[src/rtl/freq_meter_pkg.sv]
// rtl/freq_meter_pkg.sv - shared types and defaults for the frequency-meter stream link
// Purpose: receiver state encoding and the beat/frame geometry shared by the
//          transmitting master and the receiving slave.
// Ports:   none (package).
package freq_meter_pkg;

    typedef enum logic [0:0] {
        COLLECT,
        DISCARD
    } rx_state_t;

    localparam int DEFAULT_DATA_WIDTH = 8;
    localparam int DEFAULT_FRAME_SIZE = 4;

endpackage

[src/rtl/axi_if.sv]
// rtl/axi_if.sv - stream link bundle between the frequency-meter master and receiver
// Purpose: carries one beat per tvalid && tready handshake, tlast marks frame end.
// Ports:   master drives tvalid/tdata/tlast and samples tready;
//          slave samples tvalid/tdata/tlast and drives tready.
interface axi_if #(
    parameter int DATA_WIDTH = freq_meter_pkg::DEFAULT_DATA_WIDTH
);
    logic                  tvalid;
    logic                  tready;
    logic [DATA_WIDTH-1:0] tdata;
    logic                  tlast;

    modport master (output tvalid, output tdata, output tlast, input tready);
    modport slave  (input tvalid, input tdata, input tlast, output tready);
endinterface

[src/rtl/frame_output_reg.sv]
// rtl/frame_output_reg.sv - result holding register with valid/ready drain
// Purpose: holds the last reassembled frame until the consumer takes it.
//          A load in the same cycle as a drain wins, so the output never gaps.
// Ports:   clk, rst          - clock, async active-high reset
//          load, load_value  - a good frame completes this cycle
//          at_last_beat      - receiver is waiting on a frame's final beat
//          value_ready       - consumer accepts value this cycle
//          value, value_valid- held result and its valid flag
//          throttle          - stall the stream: final beat would overwrite an unread result
module frame_output_reg #(
    parameter int VALUE_WIDTH = 32
) (
    input  logic                   clk,
    input  logic                   rst,
    input  logic                   load,
    input  logic [VALUE_WIDTH-1:0] load_value,
    input  logic                   at_last_beat,
    input  logic                   value_ready,
    output logic [VALUE_WIDTH-1:0] value,
    output logic                   value_valid,
    output logic                   throttle
);

    always_ff @(posedge clk or posedge rst) begin
        if (rst) begin
            value       <= '0;
            value_valid <= 1'b0;
        end else if (load) begin
            value       <= load_value;
            value_valid <= 1'b1;
        end else if (value_valid && value_ready) begin
            value_valid <= 1'b0;
        end
    end

    // Earlier beats of the next frame may overlap an unread result; only the
    // beat that would complete it must wait for the consumer.
    assign throttle = at_last_beat && value_valid && !value_ready;

endmodule

[src/rtl/axi_stream_frame_receiver.sv]
// rtl/axi_stream_frame_receiver.sv - reassembles fixed-length stream frames into one word
// Purpose: collects FRAME_SIZE beats (first beat in the MSBs), checks framing
//          against tlast, drops over-long frames until the next tlast and
//          hands complete words to a valid/ready consumer.
// Ports:   clk, rst     - clock, async active-high reset
//          axi          - stream slave (tvalid, tready, tdata, tlast)
//          value        - last complete frame
//          value_valid  - value not yet consumed
//          value_ready  - consumer handshake
//          frame_error  - one-cycle pulse per malformed frame
//          frame_count  - good frames delivered, wrapping
module axi_stream_frame_receiver
    import freq_meter_pkg::*;
#(
    parameter  int DATA_WIDTH  = DEFAULT_DATA_WIDTH,
    parameter  int FRAME_SIZE  = DEFAULT_FRAME_SIZE,
    localparam int VALUE_WIDTH = DATA_WIDTH * FRAME_SIZE
) (
    input  logic                   clk,
    input  logic                   rst,
    axi_if.slave                   axi,
    output logic [VALUE_WIDTH-1:0] value,
    output logic                   value_valid,
    input  logic                   value_ready,
    output logic                   frame_error,
    output logic [15:0]            frame_count
);

    localparam int                IDX_W    = $clog2(FRAME_SIZE);
    localparam logic [IDX_W-1:0]  LAST_IDX = IDX_W'(FRAME_SIZE - 1);

    rx_state_t              state;
    logic [IDX_W-1:0]       beat_idx;
    logic [VALUE_WIDTH-1:0] shift_reg;
    logic [VALUE_WIDTH-1:0] shift_next;
    logic                   ready_q;
    logic                   throttle;
    logic                   beat_fire;
    logic                   at_last_beat;
    logic                   good_frame;
    logic                   short_frame;
    logic                   long_frame;

    assign at_last_beat = (state == COLLECT) && (beat_idx == LAST_IDX);
    assign beat_fire    = axi.tvalid && axi.tready;
    assign good_frame   = beat_fire && at_last_beat && axi.tlast;
    assign long_frame   = beat_fire && at_last_beat && !axi.tlast;
    assign short_frame  = beat_fire && (state == COLLECT) && (beat_idx != LAST_IDX) && axi.tlast;
    assign shift_next   = {shift_reg[VALUE_WIDTH-DATA_WIDTH-1:0], axi.tdata};

    // ready_q is the registered enable (low in reset, high from the first
    // clock after release); the output stage only ever masks it.
    assign axi.tready = ready_q && !throttle;

    always_ff @(posedge clk or posedge rst) begin
        if (rst) begin
            state       <= COLLECT;
            beat_idx    <= '0;
            shift_reg   <= '0;
            ready_q     <= 1'b0;
            frame_error <= 1'b0;
            frame_count <= '0;
        end else begin
            ready_q     <= 1'b1;
            frame_error <= short_frame || long_frame;
            if (good_frame) begin
                frame_count <= frame_count + 16'd1;
            end
            case (state)
                COLLECT: begin
                    if (beat_fire) begin
                        if (axi.tlast || at_last_beat) begin
                            beat_idx  <= '0;
                            shift_reg <= '0;
                            if (long_frame) begin
                                state <= DISCARD;
                            end
                        end else begin
                            beat_idx  <= beat_idx + IDX_W'(1);
                            shift_reg <= shift_next;
                        end
                    end
                end
                DISCARD: begin
                    if (beat_fire && axi.tlast) begin
                        state <= COLLECT;
                    end
                end
                default: state <= COLLECT;
            endcase
        end
    end

    frame_output_reg #(
        .VALUE_WIDTH (VALUE_WIDTH)
    ) u_output (
        .clk          (clk),
        .rst          (rst),
        .load         (good_frame),
        .load_value   (shift_next),
        .at_last_beat (at_last_beat),
        .value_ready  (value_ready),
        .value        (value),
        .value_valid  (value_valid),
        .throttle     (throttle)
    );

endmodule

[src/flat_wrapper.sv]
// flat-port wrapper written by rule: the top's interface ports become plain ports
module axi_stream_frame_receiver_flat import freq_meter_pkg::*;
#(
    parameter  int DATA_WIDTH  = DEFAULT_DATA_WIDTH,
    parameter  int FRAME_SIZE  = DEFAULT_FRAME_SIZE,
    localparam int VALUE_WIDTH = DATA_WIDTH * FRAME_SIZE
)
  (clk, rst, value, value_valid, value_ready, frame_error, frame_count, axi_tvalid, axi_tdata, axi_tlast, axi_tready);
  axi_if #(.DATA_WIDTH(DATA_WIDTH)) axi_i ();
  input  logic clk;
  input  logic rst;
  output logic [VALUE_WIDTH-1:0] value;
  output logic value_valid;
  input  logic value_ready;
  output logic frame_error;
  output logic [15:0] frame_count;
  input wire logic [$bits(axi_i.tvalid)-1:0] axi_tvalid;
  input wire logic [$bits(axi_i.tdata)-1:0] axi_tdata;
  input wire logic [$bits(axi_i.tlast)-1:0] axi_tlast;
  output wire logic [$bits(axi_i.tready)-1:0] axi_tready;
  assign axi_i.tvalid = axi_tvalid;
  assign axi_i.tdata = axi_tdata;
  assign axi_i.tlast = axi_tlast;
  assign axi_tready = axi_i.tready;
  axi_stream_frame_receiver #(.DATA_WIDTH(DATA_WIDTH), .FRAME_SIZE(FRAME_SIZE)) u_core (.clk(clk), .rst(rst), .axi(axi_i), .value(value), .value_valid(value_valid), .value_ready(value_ready), .frame_error(frame_error), .frame_count(frame_count));
endmodule
[config.mk]
export PLATFORM = sky130hd
export DESIGN_NAME = axi_stream_frame_receiver_flat
export DESIGN_NICKNAME = d
export VERILOG_FILES = /design/src/rtl/freq_meter_pkg.sv /design/src/rtl/axi_if.sv /design/src/rtl/frame_output_reg.sv /design/src/rtl/axi_stream_frame_receiver.sv /design/src/flat_wrapper.sv
export SDC_FILE = /design/constraint.sdc
export NUM_CORES = 1
export LEC_CHECK = 0
export CAP_MARGIN = 40
export CORE_ASPECT_RATIO = 0.7
export CORE_MARGIN = 2
export CORE_UTILIZATION = 46
export DETAILED_ROUTE_END_ITERATION = 8
export PLACE_DENSITY = 0.76
export SLEW_MARGIN = 20
export SYNTH_ARGS = -nofsm -noshare
export SYNTH_HDL_FRONTEND = slang
export SYNTH_SLANG_ARGS = --single-unit
[constraint.sdc]
create_clock -name clk -period 2.2 [get_ports clk]
set_input_delay 0.33 -clock clk [delete_from_list [all_inputs] [get_ports clk]]
set_output_delay 0.33 -clock clk [all_outputs]
set_load 0.005 [all_outputs]
==> results.tsv, run 1 <==
stage	metric	value	unit
cts	cts_buffer_depth	2	
cts	cts_tree	built	
sta	finalCriticalPeriod	1.78	ns
sta	slew_headroom	0.665	
critical_path	worst_ep_arrival_time	2.01	ns
sta	setup_slack	0.422	ns
placed_design	pre_cts_ws	0.134	ns
cts	clock_sinks	78	
power	power	3.71	mW
sta	fin_hold_ws	0.443	ns
sta	report.final.slew_viol_count	0	
power	powerDensity	882	mW/mm²
finish	area_growth	34.0	%
cts	cts_root_buf	clkbuf_8	
global_routing	track_usage	0.181	
yosys	ys_warn_count	0	
critical_path	end_kind	flop	
sta	worst_pin_slew	0.497	ns
floorplan	core-area	0.00669	mm²
yosys	syn-num-nets	274	
yosys	yosysSeqAreaShare	0.622	
global_routing	grt_pass1_wl	10200	µm
finish	antenna_cells	0	
finish	ff_latch_area	0.00195	mm²
routing	postRouteAntennaNets	0	
sta	period_share	0.808	
placed_design	dpl.hpwl	4140	µm
cts	clock_latency	0.35	ns
cts	clkTransAtPathRegs	0.08	ns
critical_path	worstPathRequired	2.43	ns
floorplan	die_area	0.00751	mm²
routing	via_per_inst	5.03	
placed_design	place_inst	415	
floorplan	start_util	0.469	
sta	setup_viol	0	
routing	wl_per_cell	14.6	µm
yosys	synthesis.instances	259	
yosys	yosysTopAreaCellShare	0.622	
finish	multi_input_area	0.00114	mm²
sta	setup_tns	0	ns
placed_design	gp_congestion	0.752	
critical_path	startpoint_type	flop	
global_routing	grt_pass1_vias	2121	
floorplan	die_w	103	µm
global_routing	grt_overflow	0	
finish	fin_nets	348	
critical_path	cp_max_fo	15	
routing	drtPass1Iterations	4	
placed_design	portBuffers	63	
sta	timing.fmax	562	MHz
flow_run	cap_violations	0	
power	ir_drop	0.459	mV
cts	h-tree-depth	3	
outcome	status	finished, final reports clean	
finish	fin_area	0.00421	mm²
routing	vias	2175	
finish	nFillCells	554	
routing	drcViolationCount	0	
placed_design	dpl_cell_area	0.00395	mm²
yosys	ys_types	31	
finish	drive_gt1_frac	0.195	
cts	cts_buffers	9	
critical_path	path_class	reg2reg	
sta	rsz0062_at_grt	no	
power	p_leak	1.99	nW
floorplan	rows	25	
global_routing	grt_max_degree	79	
finish	fin_cells	432	
yosys	synth_seq_cells	78	
routing	drtIter0Drc	112	
finish	post-route-util	0.628	
yosys	synth_area_leaders	dfrtp_1, mux2_2, nand2_1	
worst_hold_path	hold_path_class	in2async	
routing	wirelength	6300	µm
floorplan	die_h	73.1	µm
yosys	syn-mean-instance-area	12.1	µm²
finish	largest_reg_flops	32	
sta	skew	0.00980	ns
sta	timing_hold_violations_final	0	
yosys	yosysTopAreaCell	dfrtp_1	
global_routing	antenna_found_initial	0	
yosys	synthesis.area	0.00314	mm²
floorplan	io_pins	64	
==> Yosys cell counts <==
cell / number
a211o_1: 1
a211oi_2: 1
a21boi_0: 1
a21o_1: 1
a21oi_1: 1
a31oi_1: 1
and3_1: 1
buf_2: 4
buf_6: 3
clkbuf_1: 4
conb_1: 1
dfrtp_1: 78
ha_1: 2
inv_1: 1
mux2_1: 2
mux2_2: 31
nand2_1: 60
nand2b_1: 1
nand3_1: 33
nand3_2: 1
nand4_1: 2
nor2_1: 4
nor2b_1: 2
nor3_1: 1
nor3_4: 1
nor4_1: 2
nor4_2: 1
nor4_4: 1
or2_2: 1
xnor2_1: 14
xor2_1: 2
==> timing repair <==
action | 4_1_cts | 5_1_grt
pin swaps | 0 | 0
setup buffers | 0 | 1
hold buffers | 0 | 0
endpoints found under the setup margin | 1 | 1
hold endpoints to repair | 0 | 0
gates resized for setup | 2 | 2
cloned | 0 | 0
==> cells in the final DEF, fill, tap and decap left out, drive strengths merged, types with 4 or more instances in the layout <==
| master | netlist | routed |
|---|---|---|
| buf | 7 | 11 |
| nor4 | 4 | 4 |
| nand3 | 34 | 34 |
| nor2 | 4 | 4 |
| xnor2 | 14 | 14 |
| nand2 | 60 | 60 |
| mux2 | 33 | 33 |
| dfrtp | 78 | 78 |
| clkdlybuf4s50 | 0 | 62 |
| clkbuf | 4 | 10 |
==> per-layer routing <==
metal / global-route usage / wire, µm / vias to the layer above
met3: 0.0642 / 383 / 6
met5: 0 / 0 / -
met4: 0.0614 / 54 / 0
li1: - / - / 1020
met1: 0.268 / 3080 / 1090
met2: 0.249 / 2770 / 59
==> cell type report <==
type                            count  area share
Clock buffer                       10      0.0303
Clock inverter                      6      0.0262
Inverter                            1     0.00179
Multi-Input combinational cell    169       0.270
Sequential cell                    78       0.464
Tap cell                           94      0.0280
Timing Repair Buffer               74       0.179
==> final timing paths <==
check                                                       from                                     to  slack (ns)  cells past startpoint
worst min-delay path                                         rst  u_core.u_output.value[28]$_DFFE_PP0P_        0.44                      3
max in group asynchronous                                    rst  u_core.u_output.value[22]$_DFFE_PP0P_        1.45                      3
worst min register to register  u_core.shift_reg[21]$_DFFE_PP0P_       u_core.shift_reg[21]$_DFFE_PP0P_        0.47                      2
min in group clk                u_core.shift_reg[21]$_DFFE_PP0P_       u_core.shift_reg[21]$_DFFE_PP0P_        0.47                      2
worst max-delay path              u_core.beat_idx[0]$_DFFE_PP0P_  u_core.u_output.value[27]$_DFFE_PP0P_        0.42                      5
worst max register to register    u_core.beat_idx[0]$_DFFE_PP0P_  u_core.u_output.value[27]$_DFFE_PP0P_        0.42                      5
==> critical path: stages, from the launching register on <==
cell	delay (ns)
dfrtp_1	0.42
ha_4	0.21
nand2b_1	0.17
nor3_4	0.22
buf_4	0.28
mux2_2	0.36
==> cells by family after synthesis <==
| kind of cell | share of synthesized area |
|---|---|
| xor+xnor | 0.0446 |
| simple gates | 0.168 |
| mux | 0.118 |
| fa+ha+maj | 0.00797 |
| other cells | 0.00119 |
| buf+inv | 0.0231 |
| compound gates | 0.0151 |
| flops | 0.622 |
==> power breakdown <==
| group | switching, mW | internal [mW] | leakage [nW] |
|---|---|---|---|
| combinational | 0.260 | 0.389 | 0.807 |
| sequential | 0.153 | 1.65 | 1.07 |
| clock | 0.509 | 0.752 | 0.112 |
(Power assumes the default switching activity.)
==> run 2, diff against run 1 <==
--- a/config.mk
+++ b/config.mk
@@ -8,9 +8,9 @@
 export CAP_MARGIN = 40
 export CORE_ASPECT_RATIO = 0.7
 export CORE_MARGIN = 2
-export CORE_UTILIZATION = 46
+export CORE_UTILIZATION = 51
 export DETAILED_ROUTE_END_ITERATION = 8
-export PLACE_DENSITY = 0.76
+export PLACE_DENSITY = 0.79
 export SLEW_MARGIN = 20
 export SYNTH_ARGS = -nofsm -noshare
 export SYNTH_HDL_FRONTEND = slang
==> constraint.sdc (replaced) <==
create_clock -name clk -period 1.9 [get_ports clk]
set_input_delay 0.285 -clock clk [delete_from_list [all_inputs] [get_ports clk]]
set_output_delay 0.285 -clock clk [all_outputs]
set_load 0.005 [all_outputs]
==> results.tsv, run 2 (synthesis gave the netlist of run 1 again) <==
stage	metric	value	unit	change
floorplan	die_h	69.6	µm	-4.8%
power	power_switching_share	0.258		+0.00907
routing	via_per_inst	5.24		+4.0%
finish	fin_cells	420		-2.8%
power	internal_power	3.25	mW	+17%
power	seq_power_share	0.475		-0.010
finish	nFillCells	416		-25%
sta	fin_hold_ws	0.309	ns	-0.134 ns
critical_path	slowest_stage	dfrtp_1		
finish	fin_area	0.00429	mm²	+2.0%
sta	timing.fmax	557	MHz	
global_routing	antenna_found_initial	0		unchanged
critical_path	path_class	reg2out		
critical_path	cp_max_fo	3		-12
worst_hold_path	hold_path_class	in2async		
outcome	status	finished, final reports clean		
sta	setup_tns	0	ns	unchanged
sta	timing_hold_violations_final	0		unchanged
power	power_frac_clock	0.345		+0.005
cts	cts_root_buf	clkbuf_8		
routing	drtIter0Drc	91		-19%
cts	postCtsSetupRepairBufs	0		unchanged
critical_path	worstPathRequired	1.62	ns	-0.81 ns
placed_design	dpl.hpwl	4660	µm	+13%
floorplan	core-area	0.00584	mm²	-13%
cts	clock_latency	0.35	ns	about the same
cts	h-tree-depth	3		unchanged
power	power.switching	1.13	mW	+23%
global_routing	grt_overflow	0		unchanged
power	p_comb_frac	0.180		+0.005
placed_design	dpl_cell_area	0.00404	mm²	+2.5%
critical_path	end_kind	output pin		
floorplan	io_pins	64		unchanged
cts	clock_sinks	78		unchanged
finish	fin_nets	355		+2.0%
routing	drtPass1Iterations	5		+1
critical_path	slowest_delay	0.40	ns	-0.02 ns
critical_path	startpoint_type	flop		
floorplan	die_w	97.8	µm	-4.8%
sta	setup_viol	0		unchanged
routing	wl_per_cell	16.3	µm	+11%
cts	cts_buffers	9		unchanged
routing	drcViolationCount	0		unchanged
finish	ff_latch_area	0.00195	mm²	unchanged
sta	period_share	0.945		
power	power	4.38	mW	+18%
cts	clkTransAtPathRegs	0.08	ns	about the same
cts	cts_tree	built		
power	ir_drop	0.640	mV	+39%
power	p_leak	2.04	nW	+2.8%
sta	report.final.slew_viol_count	0		unchanged
finish	antenna_cells	0		unchanged
cts	cts_buffer_depth	2		unchanged
placed_design	portBuffers	63		unchanged
global_routing	grt_pass1_vias	2270		+7.0%
critical_path	path_cells	ha_1, nor2b_1, a21boi_1, dlygate4sd2_1		
finish	largest_reg_flops	32		unchanged
floorplan	start_util	0.537		+0.0684
floorplan	rows	23		-8.0%
finish	drive_gt1_frac	0.212		+0.0163
finish	area_growth	36.7	%	
floorplan	die_area	0.00681	mm²	-9.4%
global_routing	grt_pass1_wl	11800	µm	+15%
placed_design	gp_congestion	0.789		+4.9%
global_routing	grt_max_degree	26		-67%
sta	slew_headroom	0.607		-0.0582
flow_run	cap_violations	0		unchanged
sta	skew	0.00512	ns	-0.00468 ns
finish	final_cell_mix	dfrtp_1, clkdlybuf4s50_1, nand2_1, nand3_1, mux2_2		
routing	wirelength	6830	µm	+8.4%
sta	rsz0062_at_grt	no		
placed_design	place_inst	404		-2.7%
global_routing	track_usage	0.218		+0.0373
sta	worst_pin_slew	0.584	ns	+0.0864 ns
finish	final_common_cell	dfrtp_1		
sta	finalCriticalPeriod	1.80	ns	
routing	postRouteAntennaNets	0		unchanged
routing	vias	2199		+1.1%
critical_path	worst_ep_arrival_time	1.51	ns	-0.50 ns
power	powerDensity	1020	mW/mm²	+16%
finish	multi_input_area	0.00113	mm²	-0.88%
==> run 2: final cells by class <==
type,instances,share of cell area
inverters,1,0.00175
clock inverters,6,0.0274
multi-input cells,169,0.263
repair buffers,81,0.202
clock buffers,10,0.0297
flip-flops and latches,78,0.455
well taps,75,0.0219
==> run 2: worst paths after layout <==
check | start | to | slack [ns] | cells after the start
max reg2reg | u_core.beat_idx[0]$_DFFE_PP0P_ | u_core.u_output.value[9]$_DFFE_PP0P_ | 0.11 | 6
min | rst | u_core.shift_reg[9]$_DFFE_PP0P_ | 0.31 | 2
min in group clk | u_core.shift_reg[18]$_DFFE_PP0P_ | u_core.shift_reg[18]$_DFFE_PP0P_ | 0.47 | 2
max in group asynchronous | rst | u_core.u_output.value[2]$_DFFE_PP0P_ | 1.13 | 3
max | u_core.beat_idx[0]$_DFFE_PP0P_ | axi_tready | 0.10 | 4
min reg2reg | u_core.shift_reg[18]$_DFFE_PP0P_ | u_core.shift_reg[18]$_DFFE_PP0P_ | 0.47 | 2
==> run 2: power groups by stage <==
stage	combinational (mW)	sequential [mW]	clock [mW]
finish	0.787	2.08	1.51
global route	0.874	2.12	1.62
CTS	0.796	2.08	1.54
detailed placement	0.787	2.11	0
global placement	0.749	2.09	0
floorplan	0.333	2.08	0
==> run 2: metrics by stage <==
step,worst slack [ns],util
floorplan,0.111,-
global placement,-0.0401,0.692
detailed placement,-0.0425,0.692
CTS,0.0716,0.734
global route,0.00176,0.734
finish,0.104,0.734
==> run 2: critical path, delay by kind of cell (launching register included) <==
family                     cells  cell delay, ns
DFF                            1            0.40
buffers and inverters          1            0.25
adders and majority gates      1            0.21
and+or+nand+nor                1            0.16
AOI/OAI and AO/OA              1            0.16
==> run 2: layer usage <==
metal | track usage | up-vias | part of all wire
met5 | 0 | - | 0
li1 | - | 1034 | -
met1 | 0.301 | 1085 | 0.44
met4 | 0.0401 | 0 | 0.0072
met3 | 0.0726 | 8 | 0.060
met2 | 0.346 | 72 | 0.49
==> run 2: timing repair <==
| item | in CTS | in global routing |
|---|---|---|
| gates resized for setup | 2 | 1 |
| endpoints found under the hold margin | 0 | 0 |
| pin swaps | 0 | 1 |
| hold buffers | 0 | 0 |
| endpoints found under the setup margin | 1 | 22 |
==> run 3, diff against run 2 <==
--- a/config.mk
+++ b/config.mk
@@ -10,6 +10,7 @@
 export CORE_MARGIN = 2
 export CORE_UTILIZATION = 51
 export DETAILED_ROUTE_END_ITERATION = 8
+export MAX_ROUTING_LAYER = met4
 export PLACE_DENSITY = 0.79
 export SLEW_MARGIN = 20
 export SYNTH_ARGS = -nofsm -noshare
==> results.tsv, run 3 (synthesis gave the netlist of run 1 again) <==
stage	metric	value	unit	change
cts	cts_root_buf	clkbuf_8		
cts	clock_latency	0.35	ns	about the same
global_routing	busiest_layer	met2		
cts	h-tree-depth	3		unchanged
routing	postRouteAntennaNets	0		unchanged
floorplan	die_w	97.8	µm	unchanged
cts	cts_hold_buf	0		unchanged
placed_design	pre_cts_ws	-0.0425	ns	unchanged
sta	timing_hold_violations_final	0		unchanged
critical_path	r2r_start	u_core.beat_idx[0]$_DFFE_PP0P_		
sta	finalCriticalPeriod	1.79	ns	-0.00217 ns
sta	report.final.slew_viol_count	0		unchanged
finish	area_growth	36.7	%	unchanged
sta	setup_slack	0.106	ns	+0.00217 ns
finish	largest_reg_flops	32		unchanged
finish	drive_gt1_frac	0.212		unchanged
critical_path	slowest_delay	0.40	ns	about the same
critical_path	worstPathRequired	1.62	ns	about the same
critical_path	path_cells	ha_1, nor2b_1, a21boi_1, dlygate4sd2_1		
outcome	status	finished, final reports clean		
finish	fin_cells	420		unchanged
sta	setup_tns	0	ns	unchanged
sta	timing.fmax	558	MHz	+0.12%
routing	via_per_inst	5.23		-0.18%
power	ir_drop	0.645	mV	+0.87%
placed_design	portBuffers	63		unchanged
worst_hold_path	hold_path_class	in2async		
sta	skew	0.00888	ns	+0.00376 ns
sta	setup_viol	0		unchanged
floorplan	die_area	0.00681	mm²	unchanged
global_routing	grt_overflow	0		unchanged
critical_path	worst_ep_arrival_time	1.51	ns	about the same
finish	final_common_cell	dfrtp_1		
routing	vias	2195		-0.18%
routing	drtIter0Drc	97		+6.6%
floorplan	io_pins	64		unchanged
cts	cts_buffer_depth	2		unchanged
critical_path	path_class	reg2out		
cts	clock_sinks	78		unchanged
routing	wirelength	6810	µm	-0.22%
critical_path	slowest_stage	dfrtp_1		
routing	drtPass1Iterations	4		-1
floorplan	start_util	0.537		unchanged
placed_design	gp_congestion	0.800		+1.4%
power	p_leak	2.04	nW	unchanged
sta	rsz0062_at_grt	no		
routing	drcViolationCount	0		unchanged
global_routing	globalRouteMet3Util	0.0706		-0.00202
sta	worst_pin_slew	0.582	ns	-0.00157 ns
power	powerDensity	1020	mW/mm²	about the same
critical_path	cp_max_fo	3		unchanged
floorplan	rows	23		unchanged
global_routing	grt_max_degree	26		unchanged
sta	period_share	0.944		-0.00114
sta	slew_headroom	0.608		+0.00106
cts	cts_buffers	9		unchanged
critical_path	end_kind	output pin		
sta	fin_hold_ws	0.309	ns	-0.0000550 ns
critical_path	r2r_end	u_core.u_output.value[9]$_DFFE_PP0P_		
flow_run	cap_violations	0		unchanged
cts	clkTransAtPathRegs	0.08	ns	about the same
placed_design	dpl.hpwl	4660	µm	unchanged
global_routing	grt_pass1_vias	2261		-0.40%
global_routing	use_met1	0.307		+0.00604
finish	antenna_cells	0		unchanged
critical_path	r2r_setup_slack	0.11	ns	about the same
routing	wl_per_cell	16.2	µm	-0.22%
critical_path	ff2ff_path_depth	6		unchanged
power	power	4.39	mW	about the same
global_routing	track_usage	0.226		+0.00708
finish	final_cell_mix	dfrtp_1, clkdlybuf4s50_1, nand2_1, nand3_1, mux2_2		
finish	fin_nets	355		unchanged
cts	cts_tree	built		
global_routing	use_met2	0.343		-0.00307
floorplan	die_h	69.6	µm	unchanged
global_routing	grt_pass1_wl	11800	µm	+0.12%
placed_design	place_inst	404		unchanged
floorplan	core-area	0.00584	mm²	unchanged
global_routing	antenna_found_initial	0		unchanged
cts	postCtsSetupRepairBufs	0		unchanged
critical_path	startpoint_type	flop		
[run 3: cell counts in the layout (fill, tap and decap cells not counted)]
No cell type changed its count.
[run 3: stage by stage]
| step | util | area, µm² |
|---|---|---|
| 2_1_floorplan | - | 3140 |
| 3_3_place_gp | 0.692 | 4040 |
| 3_5_place_dp | 0.692 | 4040 |
| 4_1_cts | 0.734 | 4290 |
| 5_1_grt | 0.734 | 4290 |
| 6_report | 0.734 | 4290 |
[run 3: worst max-delay path, delay by kind of cell (launching register included)]
family	cells	cell delay [ns]
simple gates	1	0.15
compound gates	1	0.16
buf+inv	1	0.25
fa+ha+maj	1	0.21
flops	1	0.40
[run 3: what timing repair did]
item | in CTS | in global routing
pin swaps | 0 | 1
gates resized for setup | 2 | 1
setup endpoints to repair | 1 | 21
[run 3: final cells by class]
type	count	area [µm²]
sequential	78	1950
fill	416	1550
tap	75	93.8
inverter	1	7.51
clock buffer	10	128
timing repair buffer	81	865
clock inverter	6	118
multi-input combinational	169	1130
[run 3: how the worst max path moves through the flow]
stage / from / end / depth (start not counted)
2_1_floorplan: u_core.beat_idx[0]$_DFFE_PP0P_ / u_core.u_output.value[4]$_DFFE_PP0P_ / 5
3_3_place_gp: value_ready / axi_tready / 5
3_5_place_dp: value_ready / u_core.shift_reg[9]$_DFFE_PP0P_ / 8
4_1_cts: u_core.beat_idx[0]$_DFFE_PP0P_ / axi_tready / 4
5_1_grt: u_core.beat_idx[1]$_DFFE_PP0P_ / u_core.u_output.value[9]$_DFFE_PP0P_ / 6
6_report: u_core.beat_idx[0]$_DFFE_PP0P_ / axi_tready / 4
[run 3: layer usage]
metal  vias up  part of all wire
met5         -                 0
met4         0            0.0051
met3         6             0.057
met2        67              0.49
met1      1089              0.45
li1       1033                 -
[run 3: where the power goes]
part / switching [mW] / internal, mW / total [mW] / leakage [nW]
clock: 0.630 / 0.887 / 1.52 / 0.119
sequential: 0.178 / 1.90 / 2.08 / 1.07
combinational: 0.324 / 0.462 / 0.786 / 0.855
